File: config.mk
export PLATFORM = sky130hd
export DESIGN_NAME = rom_loader
export DESIGN_NICKNAME = d
export VERILOG_FILES = /design/src/rtl/rom_loader.sv
export SDC_FILE = /design/constraint.sdc
export NUM_CORES = 1
export LEC_CHECK = 0
export ABC_AREA = 1
export BUFFER_PORTS_ARGS = -buffer_cell sky130_fd_sc_hd__buf_2
export CAP_MARGIN = 20
export CORE_MARGIN = 2
export CORE_UTILIZATION = 54
export CTS_BUF_LIST = sky130_fd_sc_hd__clkbuf_8
export CTS_CLUSTER_DIAMETER = 150
export CTS_CLUSTER_SIZE = 8
export DETAILED_ROUTE_END_ITERATION = 10
export PLACE_DENSITY = 0.76
export SYNTH_ARGS = -nofsm -noshare
export SYNTH_HDL_FRONTEND = slang
export SYNTH_SLANG_ARGS = --single-unit
File: constraint.sdc
create_clock -name clk -period 1.8 [get_ports clk]
set_input_delay 0.09 -clock clk [delete_from_list [all_inputs] [get_ports clk]]
set_output_delay 0.09 -clock clk [all_outputs]
set_load 0.005 [all_outputs]
File: src/rtl/rom_loader.sv
// Loads a Hack program image from a byte stream into the instruction ROM.
// Image: LEN_HI, LEN_LO, 2*LEN data bytes (high byte first), XOR checksum byte.
// The CPU is held in reset for the whole load and stays there if the load fails.
module rom_loader #(
    parameter int unsigned ADDR_W    = 15,
    parameter int unsigned DATA_W    = 16,
    parameter int unsigned MAX_WORDS = 32768
) (
    input  logic              clk,
    input  logic              reset,
    input  logic              start,
    input  logic              rx_valid,
    input  logic [7:0]        rx_data,
    output logic              rx_ready,
    output logic              rom_we,
    output logic [ADDR_W-1:0] rom_addr,
    output logic [DATA_W-1:0] rom_wdata,
    output logic              cpu_reset,
    output logic              busy,
    output logic              done,
    output logic              error,
    output logic [15:0]       words_written
);

    typedef enum logic [2:0] {
        StIdle,
        StLenHi,
        StLenLo,
        StDataHi,
        StDataLo,
        StCheck,
        StFail
    } state_e;

    state_e            state_q, state_d;
    logic [15:0]       len_q, len_d;
    logic [7:0]        hi_q, hi_d;       // high byte of the length or of the current word
    logic [7:0]        csum_q, csum_d;
    logic [15:0]       idx_q, idx_d;
    logic              rom_we_q, rom_we_d;
    logic [ADDR_W-1:0] rom_addr_q, rom_addr_d;
    logic [DATA_W-1:0] rom_wdata_q, rom_wdata_d;
    logic              cpu_reset_q, cpu_reset_d;
    logic              busy_q, busy_d;
    logic              done_q, done_d;
    logic              error_q, error_d;
    logic [15:0]       words_q, words_d;
    logic              accept;
    logic [15:0]       len_rx;

    // rx_ready depends on state only, so there is no path from rx_valid
    assign rx_ready = (state_q == StLenHi) || (state_q == StLenLo) || (state_q == StDataHi) ||
                      (state_q == StDataLo) || (state_q == StCheck);
    assign accept   = rx_valid && rx_ready;
    assign len_rx   = {hi_q, rx_data};

    // Next-state and registered-output logic
    always_comb begin
        state_d     = state_q;
        len_d       = len_q;
        hi_d        = hi_q;
        csum_d      = csum_q;
        idx_d       = idx_q;
        rom_we_d    = 1'b0;
        rom_addr_d  = rom_addr_q;
        rom_wdata_d = rom_wdata_q;
        cpu_reset_d = cpu_reset_q;
        busy_d      = busy_q;
        done_d      = 1'b0;
        error_d     = error_q;
        words_d     = words_q;
        unique case (state_q)
            StIdle, StFail: begin
                if (start) begin
                    state_d     = StLenHi;
                    error_d     = 1'b0;
                    csum_d      = 8'h00;
                    idx_d       = 16'h0000;
                    words_d     = 16'h0000;
                    busy_d      = 1'b1;
                    cpu_reset_d = 1'b1;
                end
            end
            StLenHi: begin
                if (accept) begin
                    hi_d    = rx_data;
                    csum_d  = csum_q ^ rx_data;
                    state_d = StLenLo;
                end
            end
            StLenLo: begin
                if (accept) begin
                    len_d  = len_rx;
                    csum_d = csum_q ^ rx_data;
                    if (32'(len_rx) > MAX_WORDS) begin
                        state_d = StFail;
                        error_d = 1'b1;
                        busy_d  = 1'b0;
                    end else if (len_rx == 16'h0000) begin
                        state_d = StCheck;
                    end else begin
                        state_d = StDataHi;
                    end
                end
            end
            StDataHi: begin
                if (accept) begin
                    hi_d    = rx_data;
                    csum_d  = csum_q ^ rx_data;
                    state_d = StDataLo;
                end
            end
            StDataLo: begin
                if (accept) begin
                    csum_d      = csum_q ^ rx_data;
                    rom_we_d    = 1'b1;
                    rom_addr_d  = ADDR_W'(idx_q);
                    rom_wdata_d = DATA_W'({hi_q, rx_data});
                    idx_d       = idx_q + 16'd1;
                    words_d     = words_q + 16'd1;
                    state_d     = (idx_q == len_q - 16'd1) ? StCheck : StDataHi;
                end
            end
            StCheck: begin
                if (accept) begin
                    busy_d = 1'b0;
                    if (rx_data == csum_q) begin
                        state_d     = StIdle;
                        done_d      = 1'b1;
                        cpu_reset_d = 1'b0;
                    end else begin
                        // cpu_reset stays high so a partial image never runs
                        state_d = StFail;
                        error_d = 1'b1;
                    end
                end
            end
            default: state_d = StIdle;
        endcase
    end

    // State and output registers with synchronous reset
    always_ff @(posedge clk) begin
        if (reset) begin
            state_q     <= StIdle;
            len_q       <= '0;
            hi_q        <= '0;
            csum_q      <= '0;
            idx_q       <= '0;
            rom_we_q    <= 1'b0;
            rom_addr_q  <= '0;
            rom_wdata_q <= '0;
            cpu_reset_q <= 1'b0;
            busy_q      <= 1'b0;
            done_q      <= 1'b0;
            error_q     <= 1'b0;
            words_q     <= '0;
        end else begin
            state_q     <= state_d;
            len_q       <= len_d;
            hi_q        <= hi_d;
            csum_q      <= csum_d;
            idx_q       <= idx_d;
            rom_we_q    <= rom_we_d;
            rom_addr_q  <= rom_addr_d;
            rom_wdata_q <= rom_wdata_d;
            cpu_reset_q <= cpu_reset_d;
            busy_q      <= busy_d;
            done_q      <= done_d;
            error_q     <= error_d;
            words_q     <= words_d;
        end
    end

    assign rom_we        = rom_we_q;
    assign rom_addr      = rom_addr_q;
    assign rom_wdata     = rom_wdata_q;
    assign cpu_reset     = cpu_reset_q;
    assign busy          = busy_q;
    assign done          = done_q;
    assign error         = error_q;
    assign words_written = words_q;

endmodule

==> results of run 1 <==
[power by group]
group / internal [mW] / switching, mW
combinational: 1.81 / 2.48
sequential: 2.55 / 0.248
clock: 0.617 / 0.785
total: 4.98 / 3.52
[metal layers]
layer	up-vias	GRT usage, %	routed length (µm)
met5	-	0	0
met4	0	8.32	263
met3	22	4.92	789
met2	153	47.8	7000
met1	2451	36.6	6250
li1	2628	-	-
[worst max-delay path, delay by kind of cell (launching register included)]
family	cells	cell delay, ps
AND/OR/NAND/NOR	3	450
AO/OA/AOI/OAI	3	490
buffers and inverters	4	450
flip-flops	1	370
[cell families (layout without fill, tap and decap cells)]
kind of cell / count (synthesis) / in the layout
buffers and inverters: 94 / 227
XOR/XNOR: 22 / 22
AND/OR/NAND/NOR: 356 / 356
adder cells (fa/ha/maj): 3 / 3
flip-flops: 103 / 103
AO/OA/AOI/OAI: 150 / 150
[final timing paths]
| path | from | cells past startpoint | to | slack (ps) |
|---|---|---|---|---|
| worst max-delay path | state_q[1] | 10 | words_written[4] | -40 |
| worst min-delay path | rx_data[1] | 3 | rom_wdata[1] | 50 |
| worst max register to register | state_q[1] | 10 | words_written[4] | -40 |
| worst min register to register | rom_wdata[14] | 2 | rom_wdata[14] | 460 |
[cell type report]
type / count / area, µm² / area share, %
tap: 111 / 139 / 2.16
clock inverter: 4 / 28.8 / 0.447
inverter: 73 / 288 / 4.47
timing repair buffer: 136 / 905 / 14.1
sequential: 103 / 2070 / 32.2
clock buffer: 12 / 165 / 2.57
timing repair inverter: 2 / 12.5 / 0.195
multi-input combinational: 531 / 2820 / 43.9
[sequential cells by signal, indices dropped and copies added, names as in the netlist, 3 cells and up]
register,count
rom_addr,15
idx_q,16
hi_q,8
words_written,16
len_q,16
rom_wdata,16
state_q,3
csum_q,8
[Yosys cell counts, drive strengths merged]
| library cell | instances | share of area [%] |
|---|---|---|
| nand3b | 4 | 0.60 |
| nor3 | 15 | 2.0 |
| a21oi | 69 | 7.1 |
| clkbuf | 16 | 1.2 |
| nor2 | 104 | 8.3 |
| a31oi | 2 | 0.25 |
| o211a | 4 | 0.80 |
| o21a | 1 | 0.15 |
| clkinv | 1 | 0.074 |
| dfxtp | 103 | 41 |
| xnor2 | 9 | 1.6 |
| buf | 5 | 0.72 |
| o211ai | 1 | 0.15 |
| nand4 | 5 | 0.62 |
| ha | 3 | 0.75 |
| inv | 72 | 5.4 |
| nand2 | 181 | 14 |
| and3 | 3 | 0.37 |
| o21bai | 1 | 0.15 |
| and2 | 1 | 0.12 |
| nand3 | 34 | 3.7 |
| xor2 | 13 | 2.3 |
| a211oi | 8 | 1.2 |
| o21ai | 63 | 6.3 |
| nor4 | 7 | 0.87 |
| or2 | 2 | 0.25 |
| a22oi | 1 | 0.15 |
[metrics by stage]
step,instance area (µm²),std cells,hold WS (ps)
after floorplan,5030,728,225
after global placement,5890,946,407
after detailed placement,5890,946,411
after CTS,6190,966,28.9
after global routing,6430,972,40.3
final,6430,972,45.1
[timing repair]
action / in CTS / in global routing
gates cloned: 0 / 2
endpoints found under the setup margin: 20 / 38
buffers inserted: 4 / 4
gates resized for setup: 17 / 66
hold buffers: 0 / 0
pin swaps: 2 / 11
[cells in the final DEF, fill, tap and decap left out, drive strengths merged, types with 8 or more instances in the layout]
master / instances
inv: 69
nor2: 104
dfxtp: 103
o21ai: 63
xnor2: 9
nand2: 181
nor3: 15
nand3: 34
buf: 136
xor2: 13
a211oi: 8
clkbuf: 12
a21oi: 69
==> run_results.csv, run 1 <==
group,metric,value,unit
run_status,status,"complete, but fails checks",
run_status,violations,"setup timing",
routing,routed_wl,14300,µm
layout,area_delta_synth_final,27.8,%
layout,final_nets,871,
place,globalplace.congestion,0.947,
clock_tree,clk_path_buf_depth,2,
critical_path,crit_arrival,2120,ps
worst_hold_path,hp-class,"input port to register",
critical_path,path_cells,"inv_2, nand2_4, nand3_4, a21oi_4, buf_6, buf_6, clkinvlp_4, nor3_2, a21oi_1, a211oi_1",
logic_synthesis,synth_top_family_by_area,"simple AND/OR/NAND/NOR gates",
layout,drive_above_1_share,26.8,%
critical_path,slowest_stage,"dfxtp_4",
layout,fill_cells,774,
routing,first_pass_iters,5,
sta,max_clock_freq,0.543,GHz
floorplanning,die-area,10100,µm²
critical_path,crit_path_frequent_cell,"buf_6",
critical_path,max_stage_delay,370,ps
sta,setup_viol,3,
logic_synthesis,syn_nets,743,
routing,drc,0,
global_route,grt_first_pass_wirelength,22800,µm
global_route,grt.total_usage,28.1,%
logic_synthesis,synth.area.mux_share,0,%
global_route,antenna_found_initial,0,
sta,hold_viol_final,0,
critical_path,cp.required,2080,ps
logic_synthesis,synthCells,728,
logic_synthesis,ys_ff_latch,103,
global_route,grt_max_degree,43,
sta,final_max_slew_viol_count,0,
clock_tree,clock_sinks,103,
routing,vias,5254,
floorplanning,dieWidth,101,µm
critical_path,crit_type,"register to register",
routing,vias_per_cell,5.41,
place,port_buffers,64,
global_route,gr-total-overflow,0,
critical_path,startpoint_type,"register",
clock_tree,cts_tree,"done",
clock_tree,clockRootBuffer,"clkbuf_8",
sta,period_needed,1840,ps
sta,setup_slack,-42.3,ps
logic_synthesis,synth_compound_area_share,16.2,%
floorplanning,placementRows,35,
place,place_hpwl,10300,µm
routing,wl_per_cell,14.7,µm
logic_synthesis,synth_simple_gate_area_share,30.9,%
power,p_total,8.50,mW
floorplanning,core,9150,µm²
floorplanning,start_util,55.0,%
floorplanning,ios,65,
logic_synthesis,synth.distinct_cells,41,
sta,skew,7.48,ps
floorplanning,fp.dieH,101,µm
critical_path,end_kind,"register",
logic_synthesis,synth_xor_area_share,3.83,%
layout,diodes,0,
place,dp_slack,-102,ps
sta,tightest_slew,449,ps
power,p_leak,3.02,nW
global_route,grt_pass1_vias,4865,
sta,fin_tns_setup,-84.1,ps
logic_synthesis,synthAdderAreaFrac,0.746,%
logic_synthesis,yosys_warnings,0,
clock_tree,cts_made_buffers,9,
logic_synthesis,netlist_area,5030,µm²
sta,grt_setup_unrepaired,"yes",
logic_synthesis,yosysSeqAreaShare,41.0,%
clock_tree,clk_latency,360,ps
clock_tree,clkTransAtPathRegs,100,ps
power,power.density,1320,nW/µm²
layout,fin_util,70.3,%
critical_path,path_max_fanout,6,
routing,drt_iter0_drc,333,
power,vdd_drop_max,1.14,mV
sta,max_slew_margin,69.8,%
clock_tree,h-tree-depth,3,
flow_run,maxCapViolCount,0,
sta,min_period_over_period,102,%
routing,antenna_left,0,
logic_synthesis,syn_avg_cell_area,6.92,µm²
No activity file was read; power rests on OpenSTA's default activity.
==> run 2: changes to the inputs <==
==> constraint.sdc (replaced) <==
create_clock -name clk -period 1.8 [get_ports clk]
set_input_delay 0.36 -clock clk [delete_from_list [all_inputs] [get_ports clk]]
set_output_delay 0.36 -clock clk [all_outputs]
set_load 0.005 [all_outputs]
==> run 2 against run 1 <==
  * The run still ends with setup timing left
  * Combinational power is 13% higher
  * Hold slack gained 250 ps
  * Setup slack worse by 57 ps
  * Utilization increased by 2.1 points
==> run_results.csv, run 2 (same netlist as run 1, synthesis figures left out) <==
group,metric,value,unit
run_status,status,"complete, but fails checks",
run_status,violations,"setup timing",
sta,tightest_slew,443,ps
critical_path,critPathBufInv,4,
floorplanning,fp.dieH,101,µm
global_route,grt_first_pass_wirelength,22700,µm
sta,period_needed,1900,ps
critical_path,path_cells,"inv_2, nand2_4, nand3_4, buf_4, buf_6, nand2_4, nand2_4, buf_6",
clock_tree,clockRootBuffer,"clkbuf_8",
floorplanning,dieWidth,101,µm
place,port_buffers,64,
routing,drc,0,
global_route,grt_max_degree,45,
sta,skew,10.3,ps
routing,routed_wl,15100,µm
layout,fill_cells,730,
layout,multi_input_area,2910,µm²
sta,final_max_slew_viol_count,0,
sta,setup_viol,20,
critical_path,end_kind,"output port",
flow_run,maxCapViolCount,0,
place,globalplace.congestion,1.04,
floorplanning,placementRows,35,
clock_tree,clock_sinks,103,
sta,fin_hold_ws,298,ps
global_route,antenna_found_initial,0,
floorplanning,ios,65,
critical_path,crit_arrival,1540,ps
layout,final_nets,878,
sta,max_clock_freq,0.526,GHz
sta,hold_viol_final,0,
clock_tree,clk_path_buf_depth,2,
layout,drive_above_1_share,29.8,%
power,power.density,1360,nW/µm²
critical_path,crit_family,"buffers and inverters",
layout,layout_common_cells,"nand2_1 (155), dfxtp_1 (94), nor2_1 (85), a21oi_1 (68)",
clock_tree,h-tree-depth,3,
routing,vias,5357,
clock_tree,clk_latency,380,ps
layout,final_common_cell,"nand2_1",
clock_tree,clkTransAtPathRegs,110,ps
critical_path,crit_path_frequent_cell,"nand2_4",
floorplanning,die-area,10100,µm²
floorplanning,start_util,55.0,%
routing,antenna_left,0,
critical_path,max_stage_delay,370,ps
floorplanning,core,9150,µm²
routing,first_pass_iters,5,
global_route,grt.total_usage,28.0,%
global_route,gr-total-overflow,0,
clock_tree,cts_made_buffers,9,
sta,grt_setup_unrepaired,"yes",
sta,min_period_over_period,106,%
routing,vias_per_cell,5.47,
critical_path,cp.required,1440,ps
clock_tree,cts_tree,"done",
routing,wl_per_cell,15.4,µm
worst_hold_path,hp-class,"input port to register",
layout,fin_util,72.4,%
critical_path,path_max_fanout,3,
routing,drt_iter0_drc,368,
sta,max_slew_margin,70.2,%
power,p_leak,3.06,nW
critical_path,startpoint_type,"register",
layout,diodes,0,
power,p_total,9.01,mW
global_route,grt_pass1_vias,4868,
clock_tree,ctsHoldBuffers,0,
critical_path,crit_type,"register to output port",
place,place_hpwl,10300,µm
sta,setup_slack,-99.8,ps
place,dp_slack,-143,ps
critical_path,slowest_stage,"dfxtp_2",
layout,area_delta_synth_final,31.7,%
power,vdd_drop_max,0.993,mV
layout,ff_latch_area,2080,µm²
## run 2: final timing paths
path	from	endpoint	slack (ps)	depth (start not counted)
setup / recovery	state_q[1]	rx_ready	-100	8
hold / removal	rx_data[0]	rom_wdata[0]	300	3
setup reg to reg	state_q[1]	words_written[14]	-90	13
hold reg to reg	rom_wdata[14]	rom_wdata[14]	470	2
## run 2: cell type report
class | count | area share, %
clock inverters | 7 | 0.831
repair buffers | 143 | 15.5
well taps | 111 | 2.10
multi-input cells | 531 | 43.9
inverters | 73 | 4.28
flip-flops and latches | 103 | 31.3
clock buffers | 9 | 1.87
repair inverters | 2 | 0.227
## run 2: report_power, final
part	leakage (nW)	switching (mW)	internal, mW
logic	2.13	2.72	2.11
clock network	0.0866	0.865	0.518
registers	0.838	0.246	2.55
total	3.06	3.83	5.18
## run 2: worst register-to-register path: stages, from the launching register on
cell,delay (ps)
dfxtp_2,370
inv_2,50
nand2_4,100
nand3_4,120
a21oi_4,210
buf_12,150
buf_6,90
buf_6,80
o21ai_4,60
nand2_4,90
clkinvlp_4,150
clkbuf_16,210
nand2_1,70
nor2_1,40
## run 2: metal layers
layer / vias to the layer above / track usage (%) / routed length (µm)
li1: 2642 / - / -
met1: 2507 / 37.3 / 6490
met2: 178 / 45.6 / 7370
met3: 30 / 4.65 / 906
met4: 0 / 10.4 / 304
met5: - / 0 / 0
## run 2: per-stage QoR
step	setup TNS (ps)	cell area, µm²	std cells
6_report	-1180	6630	979
5_1_grt	-4180	6630	979
4_1_cts	-135	6160	963
3_5_place_dp	-1810	5900	945
3_3_place_gp	-1000	5900	945
2_1_floorplan	0	5030	728
## run 2: timing repair
item,in CTS,in global routing
pin swaps,5,25
setup endpoints to repair,30,50
setup buffers,3,13
gates cloned,0,3
hold endpoints to repair,0,0
gates resized for setup,18,103
==> run 3: changes to the inputs <==
PLACE_DENSITY = 0.86   (was 0.76)
==> run 3 against run 2 <==
  * The run still ends with setup timing left
  * Total power up 5.0%
  * First-iteration DRC count up 37%
  * Global-route usage down 0.82 points
  * Count of clock-buffer cells in the layout unchanged
  * Critical path depth up 6
  * Non-clock buffer count up 8
  * Clock skew up 1.5 ps
  * Routed wire length up 8.3%
  * Final cell count up 0.92%
==> run_results.csv, run 3 (same netlist as run 1, synthesis figures left out) <==
group,metric,value,unit
critical_path,startpoint_type,"register",
power,power_frac_seq,29.6,%
clock_tree,cts_tree,"done",
clock_tree,clock_sinks,103,
global_route,antenna_found_initial,0,
floorplanning,ios,65,
clock_tree,clk_latency,370,ps
clock_tree,ctsHoldBuffers,0,
routing,routed_wl,16300,µm
place,port_buffers,64,
sta,max_slew_margin,75.3,%
power,p_leak,3.11,nW
routing,vias_per_cell,5.66,
layout,drive_above_1_share,30.3,%
critical_path,end_kind,"register",
clock_tree,clkTransAtPathRegs,110,ps
sta,final_max_slew_viol_count,0,
clock_tree,clockRootBuffer,"clkbuf_8",
power,p_clk_share,16.0,%
layout,final_cell_area,6740,µm²
critical_path,path_max_fanout,11,
routing,vias,5591,
sta,tightest_slew,368,ps
place,placedInstanceArea,5840,µm²
power,power.density,1400,nW/µm²
global_route,grt.total_usage,27.1,%
run_status,violations,"setup timing",
sta,period_needed,2090,ps
sta,min_period_over_period,116,%
global_route,grt_first_pass_wirelength,22200,µm
power,switchingPower,3.95,mW
sta,setup_slack,-288,ps
floorplanning,start_util,55.0,%
critical_path,cp.required,2050,ps
flow_run,maxCapViolCount,0,
global_route,gr-total-overflow,0,
floorplanning,die-area,10100,µm²
routing,wl_per_cell,16.5,µm
clock_tree,h-tree-depth,3,
sta,setup_viol,38,
critical_path,crit_type,"register to register",
run_status,status,"complete, but fails checks",
power,intPower,5.51,mW
power,combPwrFrac,54.4,%
routing,antenna_left,0,
routing,drc,0,
layout,final_nets,887,
sta,skew,11.8,ps
power,vdd_drop_max,1.17,mV
place,globalplace.congestion,0.950,
layout,diodes,0,
floorplanning,placementRows,35,
routing,first_pass_iters,7,
worst_hold_path,hp-class,"input port to register",
floorplanning,fp.dieH,101,µm
clock_tree,clk_path_buf_depth,2,
layout,layout_common_cells,"nand2_1 (158), dfxtp_1 (96), nor2_1 (85), a21oi_1 (64)",
floorplanning,core,9150,µm²
sta,max_clock_freq,0.479,GHz
power,switching_share,41.8,%
global_route,grt_max_degree,45,
place,dp_slack,-133,ps
sta,hold_viol_final,0,
sta,grt_setup_unrepaired,"yes",
global_route,grt_pass1_vias,4898,
routing,drt_iter0_drc,503,
floorplanning,dieWidth,101,µm
place,place_hpwl,9890,µm
layout,final_common_cell,"nand2_1",
clock_tree,cts_made_buffers,9,
critical_path,crit_arrival,2340,ps
layout,area_delta_synth_final,33.9,%
-- run 3: power groups by stage --
stage | Combinational, mW | Sequential, mW | Clock, mW
after CTS | 3.81 | 2.77 | 1.52
after detailed placement | 3.53 | 2.82 | 0
after global routing | 5.57 | 2.82 | 1.60
after global placement | 3.45 | 2.81 | 0
after floorplan | 2.36 | 2.79 | 0
final | 5.15 | 2.80 | 1.51
-- run 3: repair_timing --
item | in CTS | in global routing
endpoints found under the setup margin | 42 | 57
pin swaps | 6 | 38
endpoints found under the hold margin | 0 | 0
resized for setup | 28 | 104
setup buffers | 8 | 22
gates cloned | 1 | 3
-- run 3: critical path: stages, from the launching register on --
cell	delay [ps]
dfxtp_4	380
inv_2	70
nand2_4	80
nor2_8	140
nand2_4	70
a21oi_4	260
buf_6	140
buf_6	80
buf_6	90
o21ai_4	60
nand2_4	110
clkinvlp_4	160
buf_12	180
o21ai_0	70
a21oi_1	70
-- run 3: through the flow --
step                std cells  setup TNS [ps]  hold slack (ps)  util (%)  power [mW]
floorplan                 728               0              457         -        5.15
global placement          939            -488              446      63.8        6.26
global route              988           -9410              298      73.7        10.0
detailed placement        939           -1810              455      63.8        6.35
CTS                       964            -145              288      67.7        8.10
finish                    988           -6600              303      73.7        9.46
-- run 3: area by class of cell --
cell class,instances,area [µm²]
clock buffers,9,124
clock inverters,7,77.6
fillers,624,2410
inverters,73,288
multi-input cells,531,2900
flip-flops and latches,103,2080
well taps,111,139
repair buffers,151,1120
repair inverters,3,20.0
-- run 3: layer usage --
metal,up-vias,wire [µm],share of wire [%],global-route usage [%]
met5,-,0,0,0
met4,0,475,2.9,9.17
met3,52,1090,6.7,4.37
met2,268,8140,50,46.8
met1,2618,6620,41,34.5
li1,2653,-,-,-
-- run 3: final timing paths --
kind | from | endpoint | slack (ps) | cells after the start
max reg2reg | state_q[1] | words_written[6] | -290 | 14
min reg2reg | rom_wdata[10] | rom_wdata[10] | 470 | 2
max | state_q[1] | words_written[6] | -290 | 14
min | rx_data[1] | rom_wdata[1] | 300 | 3
